**config.mk**
```make
export PLATFORM = sky130hd
export DESIGN_NAME = fifo_pkt_writer
export DESIGN_NICKNAME = d
export VERILOG_FILES = /design/src/rtl/fifo_pkt_writer.sv
export SDC_FILE = /design/constraint.sdc
export NUM_CORES = 1
export LEC_CHECK = 0
export BUFFER_PORTS_ARGS = -buffer_cell sky130_fd_sc_hd__buf_2
export CORE_MARGIN = 4
export CORE_UTILIZATION = 60
export CTS_BUF_LIST = sky130_fd_sc_hd__clkbuf_4
export DETAILED_ROUTE_END_ITERATION = 12
export GPL_TIMING_DRIVEN = 0
export MAX_ROUTING_LAYER = met4
export PLACE_DENSITY = 0.79
export SETUP_SLACK_MARGIN = 0.4
export SYNTH_ARGS = -nofsm -noshare
export SYNTH_HDL_FRONTEND = slang
export SYNTH_SLANG_ARGS = --single-unit
```
**constraint.sdc**
```tcl
create_clock -name wclk -period 2.6 [get_ports wclk]
set_clock_uncertainty 0.15 [all_clocks]
set_input_delay 0.26 -clock wclk [delete_from_list [all_inputs] [get_ports wclk]]
set_output_delay 0.26 -clock wclk [all_outputs]
set_load 0.05 [all_outputs]
```
**src/rtl/fifo_pkt_writer.sv**
```systemverilog
// fifo_pkt_writer: write-side packet framer for the 32-bit dual-clock FIFO.
// Emits header / generated payload / XOR-checksum trailer words, honours
// fifo_full back-pressure, and keeps packet and overflow-error counters.
module fifo_pkt_writer #(
    parameter logic [7:0]  SYNC_WORD = 8'hA5,
    parameter logic [31:0] LFSR_TAPS = 32'h80200003
) (
    input  logic        wclk,
    input  logic        rst_n,
    input  logic        cmd_valid,
    output logic        cmd_ready,
    input  logic [7:0]  cmd_len,
    input  logic [31:0] cmd_seed,
    input  logic        cmd_mode,
    output logic [31:0] fifo_wr_data,
    output logic        fifo_wr_en,
    input  logic        fifo_full,
    input  logic        fifo_wr_err,
    output logic        busy,
    output logic        pkt_done,
    output logic [15:0] pkt_cnt,
    output logic [7:0]  ovf_err_cnt
);

    typedef enum logic [1:0] {IDLE, HDR, PAY, TRL} state_t;

    // Command fields latched at accept; only seed and mode outlive the header.
    typedef struct packed {
        logic        mode;
        logic [31:0] seed;
    } cmd_t;

    state_t      state;
    cmd_t        cmd_q;
    logic [31:0] word_q;     // word currently presented to the FIFO
    logic [31:0] csum_q;     // XOR of all words already written this packet
    logic [7:0]  rem_q;      // payload words still to write (len at accept)

    logic        cmd_fire;
    logic [31:0] csum_nxt;
    logic [31:0] hdr_word;
    logic [31:0] seed_word;
    logic [31:0] next_word;

    assign cmd_ready    = (state == IDLE);
    assign busy         = (state != IDLE);
    // Combinational so a full flag raised this cycle blocks this cycle's write.
    assign fifo_wr_en   = busy && !fifo_full;
    assign fifo_wr_data = word_q;
    assign cmd_fire     = cmd_valid && cmd_ready;
    // Checksum including the word being written now; becomes the trailer.
    assign csum_nxt     = csum_q ^ word_q;

    // Header, first payload value and next payload value for the word register.
    always_comb begin
        hdr_word  = {SYNC_WORD, 7'd0, cmd_mode, pkt_cnt[7:0], cmd_len};
        // An all-zero LFSR state would lock up, so a zero seed becomes 1.
        seed_word = (cmd_q.mode && (cmd_q.seed == 32'd0)) ? 32'h1 : cmd_q.seed;
        if (cmd_q.mode)
            next_word = {word_q[30:0], ^(word_q & LFSR_TAPS)};
        else
            next_word = word_q + 32'd1;
    end

    // Packet FSM: accept, then advance one word per accepted FIFO write.
    always_ff @(posedge wclk or negedge rst_n) begin
        if (!rst_n) begin
            state    <= IDLE;
            cmd_q    <= '0;
            word_q   <= '0;
            csum_q   <= '0;
            rem_q    <= '0;
            pkt_cnt  <= '0;
            pkt_done <= 1'b0;
        end else begin
            pkt_done <= 1'b0;
            case (state)
                IDLE: begin
                    if (cmd_fire) begin
                        cmd_q.mode <= cmd_mode;
                        cmd_q.seed <= cmd_seed;
                        rem_q      <= cmd_len;
                        word_q     <= hdr_word;
                        csum_q     <= '0;
                        state      <= HDR;
                    end
                end
                HDR: begin
                    if (!fifo_full) begin
                        csum_q <= csum_nxt;
                        if (rem_q == 8'd0) begin
                            word_q <= csum_nxt;
                            state  <= TRL;
                        end else begin
                            word_q <= seed_word;
                            state  <= PAY;
                        end
                    end
                end
                PAY: begin
                    if (!fifo_full) begin
                        csum_q <= csum_nxt;
                        rem_q  <= rem_q - 8'd1;
                        if (rem_q == 8'd1) begin
                            word_q <= csum_nxt;
                            state  <= TRL;
                        end else begin
                            word_q <= next_word;
                        end
                    end
                end
                TRL: begin
                    if (!fifo_full) begin
                        pkt_cnt  <= pkt_cnt + 16'd1;
                        pkt_done <= 1'b1;
                        state    <= IDLE;
                    end
                end
                default: state <= IDLE;
            endcase
        end
    end

    // Count cycles with the FIFO write-error flag raised, saturating at 255.
    always_ff @(posedge wclk or negedge rst_n) begin
        if (!rst_n)
            ovf_err_cnt <= '0;
        else if (fifo_wr_err && (ovf_err_cnt != 8'hFF))
            ovf_err_cnt <= ovf_err_cnt + 8'd1;
    end

endmodule

```
======== Yosys cells after proc, flatten, opt, wreduce, memory -nomap -nowiden ========
Cells that the tools add are included.
word-level totals
  register bits ........................... 132
  bits in latches ......................... 0
  bits in writable memories ............... 0
  memory bits (read-only) ................. 0
  input bits .............................. 46
  output and inout bits ................... 60
  word-level logic and storage cells ...... 69
  memories kept ........................... 0
cells by class
  $add $sub $neg .......................... 4
  $mul .................................... 0
  div/mod/pow operators ................... 0
  $lt $le $gt $ge ......................... 0
  eq/ne operators ......................... 11
  shift-type cells ........................ 0
  muxes and demuxes ....................... 23
  bitwise operators ....................... 2
  reductions and logical operators ........ 20
operators with widths
  cell                                                                   number
  32-bit 2-to-1 mux                                                      9
  32-bit one-hot mux with 3 select lines                                 1
  32-bit one-hot mux with 2 select lines                                 1
  32-bit by 1-bit adder with 32-bit output, second input constant        1
  32-bit zero test                                                       1
  32-bit XOR reduction                                                   1
  32-bit XOR                                                             1
  16-bit by 1-bit adder with 16-bit output, second input constant        1
  8-bit 2-to-1 mux                                                       2
  8-bit one-hot mux with 2 select lines                                  1
  2-bit 2-to-1 mux                                                       5
  2-bit != test, second input constant                                   5
  8-bit by 1-bit adder with 8-bit output, second input constant          1
  8-bit by 1-bit equality test with 1-bit output, second input constant  1
  8-bit zero test                                                        1
  8-bit != test, second input constant                                   1
  2-bit one-hot mux with 4 select lines                                  1
  8-bit by 1-bit subtractor with 8-bit output, second input constant     1
  3-bit AND reduction                                                    2
  2-bit nonzero test                                                     3
  5-bit AND reduction                                                    1
  2-bit equality test, second input constant                             2
  1-bit logical AND                                                      4
  2-bit AND reduction                                                    2
  other kinds (9)                                                        11

======== Longest topological paths before layout ========
  word-level depth ........................ 6
  mapped depth ............................ 10
  gate-level depth less buffers ........... 7

======== Least setup slack after synthesis ========
Ideal clock, no wire load.
  path kind ............................... reg2reg
  start ................................... reg state[0]
  end ..................................... reg word_q[16] (netlist: fifo_wr_data[16])
  library setup time ...................... 0.140 ns
  arrival ................................. 2.377 ns
  required time ........................... 2.310 ns
  slack ................................... -0.067 ns
  stages on the path, launching flop included .. 11
  buffers on the path ..................... 3
  period minus slack after synthesis ...... 2.667 ns
  cells stage by stage .................... dfrtp_1 -> inv_1 -> ha_1 -> clkbuf_1 -> nor2b_1 -> or3_1 -> clkbuf_1 -> clkbuf_1 -> nor3_1 -> o221ai_1 -> o221ai_1
on the way
  longest elaborated chain between the ends .. 4
  elaborated cells between the ends (all ways) .. 10
  those cells by class .................... eq/ne (5); mux (1); reduce/logical (4)
RTL lines
  element                                                    RTL line  RTL
  from (decl)                                                33        state_t state;
  from (signal assigned)                                     68        state <= IDLE;
  from (signal assigned)                                     85        state <= HDR;
  from (signal assigned)                                     93        state <= TRL;
  2-bit zero test (*)                                        45        assign cmd_ready = (state == IDLE);
  net cmd_ready                                              11        output logic cmd_ready,
  1-bit logical AND                                          50        assign cmd_fire = cmd_valid && cmd_ready;
  2-bit by 1-bit != test with 1-bit output (no source line)  n/a
  4-bit AND reduction (no source line)                       n/a
  to (signal assigned)                                       83        word_q <= hdr_word;
  to (signal assigned)                                       92        word_q <= csum_nxt;
  to (signal assigned)                                       95        word_q <= seed_word;
  to (decl)                                                  35        logic [31:0] word_q;
Mark *: on every way through the listed nets, which the timed path passes. The rest lies on a longest branch.
A chain may end at the register's enable or synchronous reset.

======== Worst setup path after layout ========
  start ................................... reg state[1]
  end ..................................... reg word_q[30] (netlist: fifo_wr_data[30])
on the way
  longest elaborated chain between the ends .. 4
  elaborated cells between the ends (all ways) .. 10
  those cells by class .................... eq/ne (5); mux (1); reduce/logical (4)
RTL lines
  element                                                    RTL line
  2-bit zero test                                            45, 77
  1-bit logical AND                                          50
  2-bit by 1-bit != test with 1-bit output (no source line)  n/a
  4-bit AND reduction (no source line)                       n/a
Parallel ways exist; a longest one is shown, timed or not.

==> out/metrics.yaml <==
top_layer_used_by_detailed_routing: "met4"
worst_ep_arrival_time_ns: 2.80
grt_max_degree: 100
worst_setup_hold_path_clk_slew_ns: 0.17
ports_placed_on_the_boundary: 106
netlist_instances: 907
clock_latency_ns: 0.64
cp_data_required_time_ns: 2.96
place.detailed.hpwl_mm: 20.27
first_pass_iters: 8
crit_end_category: "flop"
synth_enable_flop_cells: 0
share_clk_of_total_power: 0.078
synth_flop_cell: "dfrtp_1"
yosys_warnings: 0
num_vias: 9559
cp_cell_sequence: "inv_4 -> ha_4 -> buf_8 -> nor2b_4 -> nor2_1 -> nor4b_2 -> o311ai_0 -> o211ai_1"
layout.nets: 1198
first_global_vias: 8783
cts_tree: "built"
combPwrFrac: 0.687
core_area_sq_mm: 0.01330
drt_drc_violations_left: 0
slew_viol_final: 0
timing.fmax_mhz: 410.4
met2WireLength_mm: 14.90
detail_route.iter0.violations: 1804
timing.setup.critical_path_class: "reg -> reg"
numPortBuffers: 105
root_buf_cell: "clkbuf_4"
final_cell_area_sq_mm: 0.01144
max-slew-margin-rel: 0.5173
htree_levels: 4
antenna_found_initial: 0
power.leakage_uw: 0.004909
synth.cell_area_sq_mm: 0.008158
cts_made_buffers: 17
transition_time_of_the_tightest_slew_check_pin_ns: 0.7174
seq_area_frac_synth: 0.4049
met1_length_mm: 12.11
drt-total-wl_mm: 34.73
final-instance-count-excl-fill: 1331
route.detailed.wl_per_inst_microns: 26.09
synthDistinctLibCells: 75
die_area_sq_mm: 0.01553
net_switching_power_of_the_design_uw: 9548
globalRoute.totalOverflow: 0
p_sw_frac: 0.5333
grt_first_pass_wirelength_mm: 49.72
cells_after_dpl: 1189
site_rows: 42
timing.critical_path.slowest_cell_delay_ns: 0.47
timing_hold_violations_final: 2
clock_sinks: 132
max-vdd-ir-drop_v: 0.0008623
intPower_uw: 8357
dieWidth_microns: 124.6
cp-startpoint: "state[1]"
status: "finished with violations"
power_density_mw_per_mm2: 1565
syn_avg_cell_area_sq_um: 8.994
r2r-start: "state[1]"
met3_length_mm: 5.067
cap_viol_max_count: 0
layout-drive-gt1-share: 0.3844
layout.core_utilization: 0.8607
synthToLayoutAreaGrowth_pct: 40.28
crit_path_max_fanout: 5
setup_viol_count_final: 0
initial_core_util: 0.6136
critPathLaunchType: "flop"
rsz0062_at_grt: "yes"
synthArstFlopShare: 1.000
violations_in_the_final_reports: "negative hold slack"
net_count_synth: 963
clock_path_buffers: 2
global_route.usage.total: 0.4172
hold_class: "in -> async"
postRouteAntennaNets: 0
finalCriticalPeriod_ns: 2.436
gp_congestion: 0.9950
antenna_cells_inserted: 0
min_hold_slack_ns: -0.03098
final.period_utilization: 0.9371
slowest_stage: "dfrtp_2"
die_height_microns: 124.6
drt-vias-per-instance: 7.182
register_bit_count_reported_by_yosys: 132
power_frac_seq: 0.235
dpl_cell_area_sq_mm: 0.009077
[power groups by stage]
stage / logic [uW] / clock network (uW) / registers [uW]
global route: 12700 / 1480 / 4260
floorplan: 5210 / 0 / 4720
finish: 12300 / 1400 / 4210
global placement: 8380 / 0 / 4030
CTS: 9870 / 1340 / 4010
detailed placement: 8480 / 0 / 4070
[kinds of logic after synthesis]
kind of cell / Yosys count / share of synthesized area
XOR/XNOR: 33 / 0.03543
flip-flops: 132 / 0.4049
AO/OA/AOI/OAI: 276 / 0.2310
adder cells (fa/ha/maj): 10 / 0.01534
AND/OR/NAND/NOR: 324 / 0.2133
multiplexers: 40 / 0.05460
buffers and inverters: 92 / 0.04540
[synthesized netlist by cell type (all sizes together), types with 7 or more instances]
| master | instances | share of area |
|---|---|---|
| a31oi | 20 | 0.015 |
| clkbuf | 52 | 0.024 |
| o21a | 7 | 0.0064 |
| a21oi | 45 | 0.028 |
| nand4 | 17 | 0.013 |
| o21ai | 79 | 0.049 |
| nand2 | 82 | 0.038 |
| a22o | 26 | 0.028 |
| xor2 | 14 | 0.015 |
| a221oi | 18 | 0.019 |
| nand2b | 46 | 0.035 |
| o311ai | 10 | 0.011 |
| nor4 | 22 | 0.017 |
| or3 | 24 | 0.019 |
| inv | 22 | 0.010 |
| nand3 | 31 | 0.020 |
| ha | 10 | 0.015 |
| xnor2 | 19 | 0.020 |
| nor2 | 36 | 0.019 |
| buf | 17 | 0.011 |
| mux2 | 36 | 0.050 |
| nor2b | 8 | 0.0061 |
| and3 | 9 | 0.0069 |
| o211ai | 8 | 0.0074 |
| nor3 | 26 | 0.017 |
| dfrtp | 132 | 0.40 |
[flip-flops by register name, indices dropped and copies added, names as in the netlist]
name	flops
pkt_done	1
fifo_wr_data	32
rem_q	8
pkt_cnt	16
cmd_q	33
ovf_err_cnt	8
csum_q	32
state	2
[worst max-delay path: cells and delay by family (launching register included)]
family	cells	cell delay [ns]
adders and majority gates	1	0.17
and+or+nand+nor	3	0.86
DFF	1	0.47
buffers and inverters	2	0.20
AOI/OAI and AO/OA	2	0.50
[worst paths after layout]
| check | end | slack, ns | cells after the start |
|---|---|---|---|
| worst max-delay path | fifo_wr_data[30] | 0.16 | 8 |
| worst min-delay path | csum_q[26] | -0.03 | 3 |
| worst max register to register | fifo_wr_data[30] | 0.16 | 8 |
| worst min register to register | pkt_cnt[15] | 0.35 | 1 |
| max in group asynchronous | rem_q[4] | 1.76 | 3 |
| min in group wclk | cmd_q[32] | 0.20 | 3 |
[cell usage in the layout, fill, tap and decap left out, types with 6 or more instances in the layout]
cell           Yosys  routed
a31oi_1           20      17
nand2_1           82      79
inv_1             22      18
nor3_1            25      15
xor2_1            14      14
nor4_1            22      18
nand2b_1          46      45
or3_4              1      11
o21ai_1            4      12
dlygate4sd3_1      0      44
a22o_1            26      26
buf_2             10     109
clkbuf_1          51      13
a21oi_1           45      37
clkbuf_16          0       6
dfrtp_2            0      26
nor3_4             0       6
dfrtp_1          132     106
nand4_1           17      17
o21a_1             7       7
a21oi_2            0       7
o31a_1             6       6
clkbuf_2           1      16
o21ai_0           73      45
nor2_1            35      31
mux2_2            36      36
a221oi_1          18       9
clkbuf_4           0      24
o211ai_1           8       8
xnor2_1           19      19
buf_12             0      11
o311ai_0           8       6
o21ai_2            2      19
nand3_1           30      28
and3_1             9       7
buf_4              1      49
or3_1             23      13
buf_6              1      20
[routing by layer]
layer,up-vias,global-route usage
li1,3889,-
met1,4450,0.5443
met2,942,0.6167
met3,278,0.1008
met4,0,0.1954
met5,-,-
[cell type report]
type,instances,area (sq um)
plain buffers,69,591.8
clock buffers,18,135.1
clock inverters,14,130.1
fillers,679,1852
inverters,23,95.09
multi-input cells,683,5219
flip-flops and latches,132,3336
well taps,176,220.2
repair buffers,216,1717
[repair_timing]
| item | in CTS | in global routing |
|---|---|---|
| endpoints found under the hold margin | 182 | 0 |
| gates cloned | 4 | 4 |
| pin swaps | 27 | 30 |
| endpoints found under the setup margin | 110 | 106 |
| hold buffers | 45 | 0 |
| gates resized for setup | 135 | 164 |
| buffers inserted | 39 | 18 |
[stage by stage]
stage / setup slack [ns] / TNS, ns / hold WS, ns / power (uW)
after CTS: 0.2678 / 0 / 0.02712 / 15230
final: 0.1636 / 0 / -0.03098 / 17910
after global routing: 0.08736 / 0 / 0.01345 / 18470
after global placement: -0.9205 / -98.53 / 0.3095 / 12400
after floorplan: 0.3370 / 0 / -0.1856 / 9935
after detailed placement: -0.2516 / -5.989 / 0.02629 / 12540
(Power assumes the default switching activity.)
